### src/rtl/matmul_seq_ctrl_if.sv
// Host-side bundle for the sequential 3x3 matrix multiplier: operands in,
// start/busy/done handshake, registered result out.
interface matmul_seq_ctrl_if #(
  parameter int DATA_W = 8
);
  logic                start;
  logic [9*DATA_W-1:0] a_flat;
  logic [9*DATA_W-1:0] b_flat;
  logic [9*DATA_W-1:0] c_flat;
  logic                busy;
  logic                done;

  // Handshake: start is sampled only while busy=0; busy stays high from the
  // accepting edge until the edge that leaves DONE; done pulses one cycle and
  // marks c_flat valid, which then holds until the next completion or reset.
  modport master (
    output start, a_flat, b_flat,
    input  c_flat, busy, done
  );

  modport slave (
    input  start, a_flat, b_flat,
    output c_flat, busy, done
  );
endinterface

### src/rtl/matmul_seq_ctrl.sv
// Time-shared 3x3 matrix multiply: one MAC per cycle over an (i,j,k) schedule,
// 27 terms, with the nine results published together at completion.
module matmul_seq_ctrl #(
  parameter int DATA_W = 8
) (
  input  logic               clk,
  input  logic               reset,
  matmul_seq_ctrl_if.slave   bus,
  output logic [1:0]         dbg_state_o
);

  typedef enum logic [1:0] {
    S_IDLE = 2'd0,
    S_RUN  = 2'd1,
    S_DONE = 2'd2
  } state_e;

  localparam int FW = 9 * DATA_W;

  state_e            state_q, state_d;
  logic [FW-1:0]     a_q, a_d;
  logic [FW-1:0]     b_q, b_d;
  logic [FW-1:0]     shadow_q, shadow_d;
  logic [FW-1:0]     c_q, c_d;
  logic [DATA_W-1:0] acc_q, acc_d;
  logic [1:0]        i_q, i_d;
  logic [1:0]        j_q, j_d;
  logic [1:0]        k_q, k_d;

  logic [3:0]        a_idx, b_idx, s_idx;
  logic [DATA_W-1:0] a_el, b_el, term, sum;
  logic              last_term;

  always_ff @(posedge clk or negedge reset) begin
    if (!reset) begin
      state_q  <= S_IDLE;
      a_q      <= '0;
      b_q      <= '0;
      shadow_q <= '0;
      c_q      <= '0;
      acc_q    <= '0;
      i_q      <= '0;
      j_q      <= '0;
      k_q      <= '0;
    end else begin
      state_q  <= state_d;
      a_q      <= a_d;
      b_q      <= b_d;
      shadow_q <= shadow_d;
      c_q      <= c_d;
      acc_q    <= acc_d;
      i_q      <= i_d;
      j_q      <= j_d;
      k_q      <= k_d;
    end
  end

  // Operand selection for the current term a[i][k] * b[k][j].
  always_comb begin
    a_idx     = 4'({2'b00, i_q} * 4'd3 + {2'b00, k_q});
    b_idx     = 4'({2'b00, k_q} * 4'd3 + {2'b00, j_q});
    s_idx     = 4'({2'b00, i_q} * 4'd3 + {2'b00, j_q});
    a_el      = a_q[a_idx*DATA_W +: DATA_W];
    b_el      = b_q[b_idx*DATA_W +: DATA_W];
    term      = a_el * b_el;
    sum       = acc_q + term;
    last_term = (i_q == 2'd2) && (j_q == 2'd2) && (k_q == 2'd2);
  end

  always_comb begin
    state_d  = state_q;
    a_d      = a_q;
    b_d      = b_q;
    shadow_d = shadow_q;
    c_d      = c_q;
    acc_d    = acc_q;
    i_d      = i_q;
    j_d      = j_q;
    k_d      = k_q;
    case (state_q)
      S_IDLE: begin
        if (bus.start) begin
          a_d     = bus.a_flat;
          b_d     = bus.b_flat;
          acc_d   = '0;
          i_d     = '0;
          j_d     = '0;
          k_d     = '0;
          state_d = S_RUN;
        end
      end
      S_RUN: begin
        if (k_q == 2'd0) begin
          acc_d = term;
        end else if (k_q == 2'd1) begin
          acc_d = sum;
        end else begin
          shadow_d[s_idx*DATA_W +: DATA_W] = sum;
          acc_d = '0;
        end
        if (k_q == 2'd2) begin
          k_d = '0;
          if (j_q == 2'd2) begin
            j_d = '0;
            i_d = i_q + 2'd1;
          end else begin
            j_d = j_q + 2'd1;
          end
        end else begin
          k_d = k_q + 2'd1;
        end
        // Slot 8 lands in shadow_d this same edge, so publish shadow_d.
        if (last_term) begin
          c_d     = shadow_d;
          i_d     = '0;
          state_d = S_DONE;
        end
      end
      S_DONE:  state_d = S_IDLE;
      default: state_d = S_IDLE;
    endcase
  end

  always_comb begin
    bus.busy    = (state_q == S_RUN) || (state_q == S_DONE);
    bus.done    = (state_q == S_DONE);
    bus.c_flat  = c_q;
    dbg_state_o = state_q;
  end

endmodule

### src/flat_wrapper.sv
// flat-port wrapper written by rule: the top's interface ports become plain ports
module matmul_seq_ctrl_flat 
#(
  parameter int DATA_W = 8
)
  (clk, reset, dbg_state_o, bus_start, bus_a_flat, bus_b_flat, bus_c_flat, bus_busy, bus_done);
  matmul_seq_ctrl_if #(.DATA_W(DATA_W)) bus_i ();
  input  logic clk;
  input  logic reset;
  output logic [1:0] dbg_state_o;
  input wire logic [$bits(bus_i.start)-1:0] bus_start;
  input wire logic [$bits(bus_i.a_flat)-1:0] bus_a_flat;
  input wire logic [$bits(bus_i.b_flat)-1:0] bus_b_flat;
  output wire logic [$bits(bus_i.c_flat)-1:0] bus_c_flat;
  output wire logic [$bits(bus_i.busy)-1:0] bus_busy;
  output wire logic [$bits(bus_i.done)-1:0] bus_done;
  assign bus_i.start = bus_start;
  assign bus_i.a_flat = bus_a_flat;
  assign bus_i.b_flat = bus_b_flat;
  assign bus_c_flat = bus_i.c_flat;
  assign bus_busy = bus_i.busy;
  assign bus_done = bus_i.done;
  matmul_seq_ctrl #(.DATA_W(DATA_W)) u_core (.clk(clk), .reset(reset), .bus(bus_i), .dbg_state_o(dbg_state_o));
endmodule
### config.mk
export PLATFORM = sky130hd
export DESIGN_NAME = matmul_seq_ctrl_flat
export DESIGN_NICKNAME = d
export VERILOG_FILES = /design/src/rtl/matmul_seq_ctrl_if.sv /design/src/rtl/matmul_seq_ctrl.sv /design/src/flat_wrapper.sv
export SDC_FILE = /design/constraint.sdc
export NUM_CORES = 1
export LEC_CHECK = 0
export ABC_CLOCK_PERIOD_IN_PS = 12900
export BUFFER_PORTS_ARGS = -buffer_cell sky130_fd_sc_hd__buf_4
export CAP_MARGIN = 20
export CORE_MARGIN = 10
export CORE_UTILIZATION = 53
export DETAILED_ROUTE_END_ITERATION = 7
export PLACE_DENSITY = 0.75
export SLEW_MARGIN = 10
export SYNTH_ARGS = -nofsm -noshare
export SYNTH_HDL_FRONTEND = slang
export SYNTH_SLANG_ARGS = --single-unit
### constraint.sdc
create_clock -name clk -period 12.9 [get_ports clk]
set_clock_uncertainty 0.15 [all_clocks]
set_input_delay 2.58 -clock clk [delete_from_list [all_inputs] [get_ports clk]]
set_output_delay 2.58 -clock clk [all_outputs]
set_load 0.01 [all_outputs]
==> flow_metrics.env, run 1 <==
export IMPL_hold_buffers=0
export IMPL_finalSetupViolCount=0
export IMPL_cts_resized=0
export IMPL_hold_viol_final=0
export IMPL_synth_simple_area_share=0.103
export IMPL_h_tree_depth=2
export IMPL_crit_type="register to register"
export IMPL_ioPinCount=223
export IMPL_firstDrtPassIters=6
export IMPL_antenna_found_initial=0
export IMPL_cts_tree="yes"
export IMPL_worstPathRequired_ns=13.14
export IMPL_cts_buffers=34
export IMPL_cts_sinks=304
export IMPL_min_period_ns=8.16
export IMPL_drc=0
export IMPL_ant_nets=0
export IMPL_drt_iter0_drc=851
export IMPL_fin_tns_setup_ns=0
export IMPL_vias=10900
export IMPL_max_freq_mhz=123
export IMPL_post_cts_buffers=0
export IMPL_die_x_um=189
export IMPL_drive_above_1_share=0.315
export IMPL_io_buffers=222
export IMPL_grt_pass1_wl_mm=59.6
export IMPL_hp_class="register to register"
export IMPL_yosysMostFrequentCell="dfrtp_1"
export IMPL_async_flop_share=1.00
export IMPL_arrival_ns=8.40
export IMPL_cts_root_buf="clkbuf_16"
export IMPL_path_max_fanout=15
export IMPL_endpoint_kind="register"
export IMPL_place_hpwl_mm=26.3
export IMPL_final_nets=1780
export IMPL_syn2layout_area_growth_pct=21.0
export IMPL_design_die_area_um2=35700
export IMPL_wl_per_cell_um=18.5
export IMPL_rsz0062_at_grt="false"
export IMPL_place_congestion=0.866
export IMPL_yosysWarningCount=0
export IMPL_status="complete, no violations"
export IMPL_coreArea_um2=28000
export IMPL_synth_area_um2=15100
export IMPL_yosys_top_cells_area="dfrtp_1 50%, mux2_2 13%, nand2_1 4.6%"
export IMPL_drv_slew=0
export IMPL_first_global_vias=11100
export IMPL_die_h_um=189
export IMPL_rows=61
export IMPL_gr_total_overflow=0
export IMPL_initial_core_util=0.540
export IMPL_synthAdderAreaFrac=0.0597
export IMPL_viasPerCell=5.49
export IMPL_synth_nets=1585
export IMPL_max_cap_violations=0
export IMPL_synth_mux_area_frac=0.181
export IMPL_gr_usage_all_layers=0.203
export IMPL_clkLatencyLatePin_ns=0.52
export IMPL_synth_common_cells="304 x dfrtp_1, 187 x nand2_1, 176 x mux2_2, 130 x o21ai_0, 98 x nor2_1"
export IMPL_synth_top_family_by_area="multiplexers"
export IMPL_synth_top_area_frac=0.503
export IMPL_worstSetupStartpointType="register"
export IMPL_ys_seq_area_frac=0.503
export IMPL_avgSynthCellArea_um2=11.0
export IMPL_clockBufferDepth=3
export IMPL_synth_xor_area_share=0.0207
export IMPL_wl_mm=36.5
export IMPL_worst_pin_slew_ns=1.07
export IMPL_synth_ff_type="dfrtp_1"
export IMPL_synth_edf_count=0
export IMPL_relSlewSlack=0.276
export IMPL_yosys_area_top_type="dfrtp_1"
export IMPL_synthCells=1376
export IMPL_grt_start_max_net_pins=102
export IMPL_clk_pin_slew_ns=0.06
export IMPL_finalCritPeriodShare=0.632
export IMPL_synth_compound_area_share=0.100
export IMPL_synth_seq_cells=304
export IMPL_yosys_cell_types_count=58
logic make-up (layout without fill, tap and decap cells):
group	Yosys count	after routing
other cells	0	1
simple gates	371	371
xor+xnor	29	29
mux	224	224
compound gates	267	267
fa+ha+maj	62	62
flops	304	304
buf+inv	119	339
through the flow:
| step | worst slack (ns) | area, um^2 | utilization | hold slack, ns | cells |
|---|---|---|---|---|---|
| after floorplan | 5.64 | 15100 | - | 0.293 | 1376 |
| after global placement | 5.01 | 17000 | 0.608 | 0.305 | 1908 |
| after detailed placement | 4.78 | 17000 | 0.608 | 0.318 | 1908 |
| after CTS | 4.73 | 18200 | 0.649 | 0.331 | 1969 |
| after global routing | 4.20 | 18300 | 0.653 | 0.351 | 1974 |
| final | 4.74 | 18300 | 0.653 | 0.326 | 1975 |
layer usage:
layer / vias up / part of all wire / global-route usage
li1: 5165 / - / -
met2: 315 / 0.48 / 0.332
met4: 0 / 0.013 / 0.0412
met3: 45 / 0.072 / 0.0551
met1: 5327 / 0.44 / 0.266
met5: - / 0 / 0
path summary, 6_finish.rpt:
kind	endpoint	start	depth (start not counted)	slack, ns
min in group asynchronous	u_core.bus.c_flat[70]$_DFFE_PN0P_	reset	1	1.83
max in group asynchronous	u_core.a_q[11]$_DFFE_PN0P_	reset	4	9.23
setup reg to reg	u_core.shadow_q[71]$_DFFE_PN0P_	u_core.k_q[1]$_DFFE_PN0P_	23	4.74
setup / recovery	u_core.shadow_q[71]$_DFFE_PN0P_	u_core.k_q[1]$_DFFE_PN0P_	23	4.74
hold / removal	u_core.bus.c_flat[61]$_DFFE_PN0P_	u_core.bus.c_flat[61]$_DFFE_PN0P_	2	0.33
hold reg to reg	u_core.bus.c_flat[61]$_DFFE_PN0P_	u_core.bus.c_flat[61]$_DFFE_PN0P_	2	0.33
flip-flops by register name, summed over array words and instances, names as in the netlist:
signal,cells
u_core.a_q,72
u_core.k_q,2
u_core.acc_q,8
u_core.i_q,2
u_core.shadow_q,72
u_core.dbg_state_o,2
u_core.j_q,2
u_core.bus.c_flat,72
u_core.b_q,72
layout make-up:
class                      instances  area [um^2]
sequential                       304         7610
multi-input combinational        953         7040
timing repair buffer             236         1860
fill                            2156         9710
inverter                          42          158
tap                              378          473
antenna                            1         2.50
clock buffer                      47          970
clock inverter                    14          191
cells in the final DEF (no fill, tap or decap), types with 11 or more instances in the layout:
cell	netlist	routed
inv_1	42	42
buf_4	2	230
o21ai_0	130	130
mux2i_1	25	25
dfrtp_1	304	304
a21oi_1	73	73
nand2b_1	11	11
nand2_1	187	186
ha_1	45	45
nor3_1	13	13
nor2_1	98	97
nand3_1	32	31
xnor2_1	15	15
fa_1	17	17
clkbuf_16	0	34
mux4_2	22	22
mux2_2	176	176
worst max-delay path, cell delays in order, from the launching register on:
cell and delay (ns):
dfrtp_1 0.41, inv_1 0.26, fa_1 0.50, inv_1 0.07, ha_1 0.14, inv_1 0.05
fa_1 0.84, nor3b_1 0.37, and2_1 0.34, a32oi_1 0.22, or2_2 0.37, fa_1 0.41
fa_1 0.55, inv_1 0.05, fa_1 0.47, fa_1 0.49, ha_1 0.34, xnor2_1 0.25
ha_1 0.33, a21oi_1 0.15, o21ai_0 0.12, xnor2_1 0.21, xnor3_2 0.63, mux2_2 0.33
Power of run 1 is left out: the tool's default activity adds up to more than one toggle a clock period on the data nets, which glitch-free logic cannot reach.
==> run 2, diff against run 1 <==
- ABC_CLOCK_PERIOD_IN_PS: 12900 -> 7980
- clock period: 12.9 -> 7.98 ns (I/O delays scaled with it)
==> run 2 against run 1 <==
Utilization decreased by 0.32 points. Die area unchanged. Worst hold slack improved by 0.0023 ns. Fmax increased by 8.3%. Final cell count about the same. Worst setup slack got worse by 4.3 ns. Non-clock buffer count increased by 5. Flip-flop and latch count unchanged.
==> flow_metrics.env, run 2 (same netlist as run 1, synthesis figures left out) <==
export IMPL_max_freq_mhz=133
export IMPL_worstPathRequired_ns=8.26
export IMPL_initial_core_util=0.540
export IMPL_crit_type="register to register"
export IMPL_endpoint_kind="register"
export IMPL_min_to="u_core.bus.c_flat[44]$_DFFE_PN0P_"
export IMPL_worstSetupStartpointType="register"
export IMPL_cts_buffers=31
export IMPL_path_common_cell="fa_1"
export IMPL_min_from="u_core.bus.c_flat[44]$_DFFE_PN0P_"
export IMPL_clockBufferDepth=3
export IMPL_r2r_setup_slack_ns=0.45
export IMPL_timing_rr_end="u_core.bus.c_flat[55]$_DFFE_PN0P_"
export IMPL_place_hpwl_mm=26.7
export IMPL_rr_worst_depth=25
export IMPL_cts_tree="yes"
export IMPL_place_congestion=0.879
export IMPL_die_x_um=189
export IMPL_drv_slew=0
export IMPL_worst_pin_slew_ns=1.06
export IMPL_wl_per_cell_um=18.6
export IMPL_hp_class="register to register"
export IMPL_post_cts_buffers=0
export IMPL_place_area_um2=17100
export IMPL_gr_total_overflow=0
export IMPL_h_tree_depth=1
export IMPL_finalSetupViolCount=0
export IMPL_relSlewSlack=0.285
export IMPL_die_h_um=189
export IMPL_min_period_ns=7.53
export IMPL_status="complete, no violations"
export IMPL_cts_sinks=304
export IMPL_wl_mm=36.8
export IMPL_first_global_vias=11400
export IMPL_vias=10900
export IMPL_critPathSlowestCell="fa_1"
export IMPL_path_max_fanout=15
export IMPL_worstReg2RegStart="u_core.k_q[0]$_DFFE_PN0P_"
export IMPL_gr_usage_all_layers=0.205
export IMPL_drt_iter0_drc=715
export IMPL_stdcell_area_um2=18200
export IMPL_grt_pass1_wl_mm=60.6
export IMPL_final_nets=1782
export IMPL_hold_buffers=0
export IMPL_syn2layout_area_growth_pct=20.4
export IMPL_firstDrtPassIters=5
export IMPL_fin_tns_setup_ns=0
export IMPL_clkLatencyLatePin_ns=0.58
export IMPL_hold_depth=2
export IMPL_rows=61
export IMPL_cts_root_buf="clkbuf_16"
export IMPL_rsz0062_at_grt="false"
export IMPL_drive_above_1_share=0.319
export IMPL_hold_viol_final=0
export IMPL_diodes=0
export IMPL_drc=0
export IMPL_coreArea_um2=28000
export IMPL_finalCritPeriodShare=0.944
export IMPL_grt_start_max_net_pins=128
export IMPL_critPathMaxStageDelay_ns=0.55
export IMPL_cts_resized=0
export IMPL_io_buffers=222
export IMPL_ant_nets=0
export IMPL_final_cell_mix="304 x dfrtp_1, 239 x buf_4, 186 x nand2_1, 176 x mux2_2, 130 x o21ai_0"
export IMPL_max_cap_violations=0
export IMPL_antenna_found_initial=0
export IMPL_design_die_area_um2=35700
export IMPL_viasPerCell=5.53
export IMPL_clk_pin_slew_ns=0.07
export IMPL_arrival_ns=7.81
export IMPL_layout_commonest_cell="dfrtp_1"
export IMPL_ioPinCount=223
## run 2: cell types whose count changed in the layout (fill, tap and decap cells not counted), sizes merged
cell | previous run | this run
buf | 236 | 241
clkbuf | 47 | 43
clkinv | 7 | 9
diode | 1 | 0
inv | 44 | 43
## run 2: how the worst max path moves through the flow
stage	start	endpoint	depth (start not counted)
after floorplan	u_core.k_q[1]$_DFFE_PN0P_	u_core.shadow_q[39]$_DFFE_PN0P_	25
after global placement	u_core.k_q[0]$_DFFE_PN0P_	u_core.bus.c_flat[55]$_DFFE_PN0P_	25
after detailed placement	u_core.k_q[0]$_DFFE_PN0P_	u_core.bus.c_flat[55]$_DFFE_PN0P_	25
final	u_core.k_q[0]$_DFFE_PN0P_	u_core.bus.c_flat[55]$_DFFE_PN0P_	25
after CTS	u_core.k_q[0]$_DFFE_PN0P_	u_core.bus.c_flat[55]$_DFFE_PN0P_	25
after global routing	u_core.k_q[0]$_DFFE_PN0P_	u_core.bus.c_flat[55]$_DFFE_PN0P_	25
## run 2: cell type report
type                       count  area [um^2]
clock buffer                  43          911
clock inverter                15          189
fill                        2230         9800
inverter                      42          158
multi-input combinational    953         7050
sequential                   304         7610
tap                          378          473
timing repair buffer         241         1830
## run 2: critical path: cells and delay by family, from the launching register on
| kind | cells | cell delay (ns) |
|---|---|---|
| and+or+nand+nor | 3 | 0.91 |
| buffers and inverters | 5 | 0.50 |
| DFF | 1 | 0.44 |
| AOI/OAI and AO/OA | 5 | 0.72 |
| adders and majority gates | 9 | 3.76 |
| xor gates and xnor gates | 3 | 0.90 |
## run 2: per-stage QoR
stage / hold WS [ns] / utilization / std cells / setup WS [ns]
finish: 0.328 / 0.650 / 1976 / 0.448
CTS: 0.329 / 0.650 / 1976 / 0.202
detailed placement: 0.315 / 0.611 / 1918 / 0.224
floorplan: 0.293 / - / 1376 / 0.718
global route: 0.354 / 0.650 / 1976 / 0.0140
global placement: 0.305 / 0.611 / 1918 / 0.489
## run 2: routing by layer
metal | vias up | wire, um | global-route usage
met4 | 0 | 705 | 0.0464
li1 | 5176 | - | -
met2 | 319 | 17500 | 0.333
met1 | 5377 | 16000 | 0.271
met5 | - | 0 | 0
met3 | 47 | 2660 | 0.0527
Power of run 2 is left out for the same reason.
==> run 3, diff against run 2 <==
==> constraint.sdc (replaced) <==
create_clock -name clk -period 7.98 [get_ports clk]
set_clock_uncertainty 0.15 [all_clocks]
set_input_delay 0.399 -clock clk [delete_from_list [all_inputs] [get_ports clk]]
set_output_delay 0.399 -clock clk [all_outputs]
set_load 0.01 [all_outputs]
==> run 3 against run 2 <==
Critical path depth up 3. Critical endpoint unchanged. Count of clock-buffer cells in the layout rose by 6. First-iteration DRC count is 23% higher. Utilization increased by 5.5 points. Largest cell class unchanged. Worst hold slack worse by 0.25 ns.
==> flow_metrics.env, run 3 (same netlist as run 1, synthesis figures left out) <==
export IMPL_grt_pass1_wl_mm=68.7
export IMPL_coreArea_um2=28000
export IMPL_worstPathRequired_ns=8.19
export IMPL_rows=61
export IMPL_r2r_setup_slack_ns=0.41
export IMPL_drv_slew=0
export IMPL_layout_commonest_cell="dfrtp_1"
export IMPL_viasPerCell=5.53
export IMPL_whs_ns=0.0755
export IMPL_crit_type="register to register"
export IMPL_place_congestion=0.882
export IMPL_io_buffers=222
export IMPL_worst_pin_slew_ns=1.04
export IMPL_cp_top_family="adder cells"
export IMPL_syn2layout_area_growth_pct=30.6
export IMPL_hold_viol_final=0
export IMPL_initial_core_util=0.540
export IMPL_final_cell_mix="304 x dfrtp_1, 242 x buf_4, 186 x nand2_1, 176 x mux2_2, 145 x dlygate4sd3_1"
export IMPL_status="complete, no violations"
export IMPL_drive_above_1_share=0.293
export IMPL_finalCritPeriodShare=0.948
export IMPL_drc=0
export IMPL_first_global_vias=12500
export IMPL_fin_tns_setup_ns=0
export IMPL_gr_usage_all_layers=0.236
export IMPL_finalSetupViolCount=0
export IMPL_cts_buffers=34
export IMPL_hp_class="primary input to register"
export IMPL_register_area_um2=7610
export IMPL_max_freq_mhz=132
export IMPL_clkLatencyLatePin_ns=0.52
export IMPL_grt_start_max_net_pins=102
export IMPL_cts_root_buf="clkbuf_16"
export IMPL_antenna_found_initial=4
export IMPL_clk_pin_slew_ns=0.06
export IMPL_ant_nets=0
export IMPL_cts_tree="yes"
export IMPL_firstDrtPassIters=5
export IMPL_path_max_fanout=12
export IMPL_endpoint_kind="register"
export IMPL_max_cap_violations=0
export IMPL_critPathSlowestCell="fa_1"
export IMPL_wl_mm=42.8
export IMPL_arrival_ns=7.78
export IMPL_die_h_um=189
export IMPL_ioPinCount=223
export IMPL_wl_per_cell_um=20.1
export IMPL_design_die_area_um2=35700
export IMPL_rsz0062_at_grt="false"
export IMPL_h_tree_depth=2
export IMPL_nFillCells=1917
export IMPL_critPathMaxStageDelay_ns=0.59
export IMPL_path_buf_inv=6
export IMPL_min_period_ns=7.57
export IMPL_place_hpwl_mm=26.8
export IMPL_cts_sinks=304
export IMPL_multi_input_comb_area_um2=7080
export IMPL_die_x_um=189
export IMPL_worstSetupStartpointType="register"
export IMPL_drt_iter0_drc=882
export IMPL_clockBufferDepth=3
export IMPL_final_nets=1934
export IMPL_relSlewSlack=0.298
export IMPL_gr_total_overflow=0
export IMPL_vias=11800
==> run 3: worst min-delay path, cell delays in order <==
cell	delay [ns]
buf_4	0.11
a21oi_1	0.07
nor2_1	0.11
==> run 3: path summary, 6_finish.rpt <==
check / depth (start not counted) / from / to
worst max register to register: 28 / u_core.k_q[0]$_DFFE_PN0P_ / u_core.bus.c_flat[55]$_DFFE_PN0P_
worst max-delay path: 28 / u_core.k_q[0]$_DFFE_PN0P_ / u_core.bus.c_flat[55]$_DFFE_PN0P_
max in group asynchronous: 3 / reset / u_core.a_q[50]$_DFFE_PN0P_
min in group asynchronous: 2 / reset / u_core.bus.c_flat[70]$_DFFE_PN0P_
worst min-delay path: 3 / bus_start / u_core.dbg_state_o[0]$_DFFE_PN0P_
worst min register to register: 2 / u_core.shadow_q[29]$_DFFE_PN0P_ / u_core.shadow_q[29]$_DFFE_PN0P_
==> run 3: cell type report <==
| cell class | instances | area share |
|---|---|---|
| diodes | 4 | 0.000507 |
| clock buffers | 49 | 0.0522 |
| clock inverters | 10 | 0.00551 |
| inverters | 42 | 0.00798 |
| multi-input cells | 954 | 0.358 |
| flip-flops and latches | 304 | 0.385 |
| well taps | 378 | 0.0239 |
| repair buffers | 389 | 0.166 |
==> run 3: layer usage <==
metal | GRT usage | wire length, um | vias up
li1 | - | - | 5480
met1 | 0.291 | 17500 | 5779
met2 | 0.403 | 21100 | 441
met3 | 0.0546 | 2980 | 87
met4 | 0.0766 | 1270 | 0
met5 | 0 | 0 | -
==> run 3: per-stage QoR <==
stage               instances  instance area, um^2   util  setup WS, ns
floorplan                1376                15100      -         0.718
global placement         1919                17100  0.611         0.486
detailed placement       1919                17100  0.611         0.252
CTS                      2122                19700  0.703         0.228
global route             2130                19800  0.705        0.0312
finish                   2130                19800  0.705         0.413
==> run 3: repair_timing <==
action                                 4_1_cts  5_1_grt
resized for setup                            0        3
setup buffers                                0        1
setup endpoints to repair                    0       18
hold buffers                               144        1
endpoints found under the hold margin      221        1
Power of run 3 is left out for the same reason.
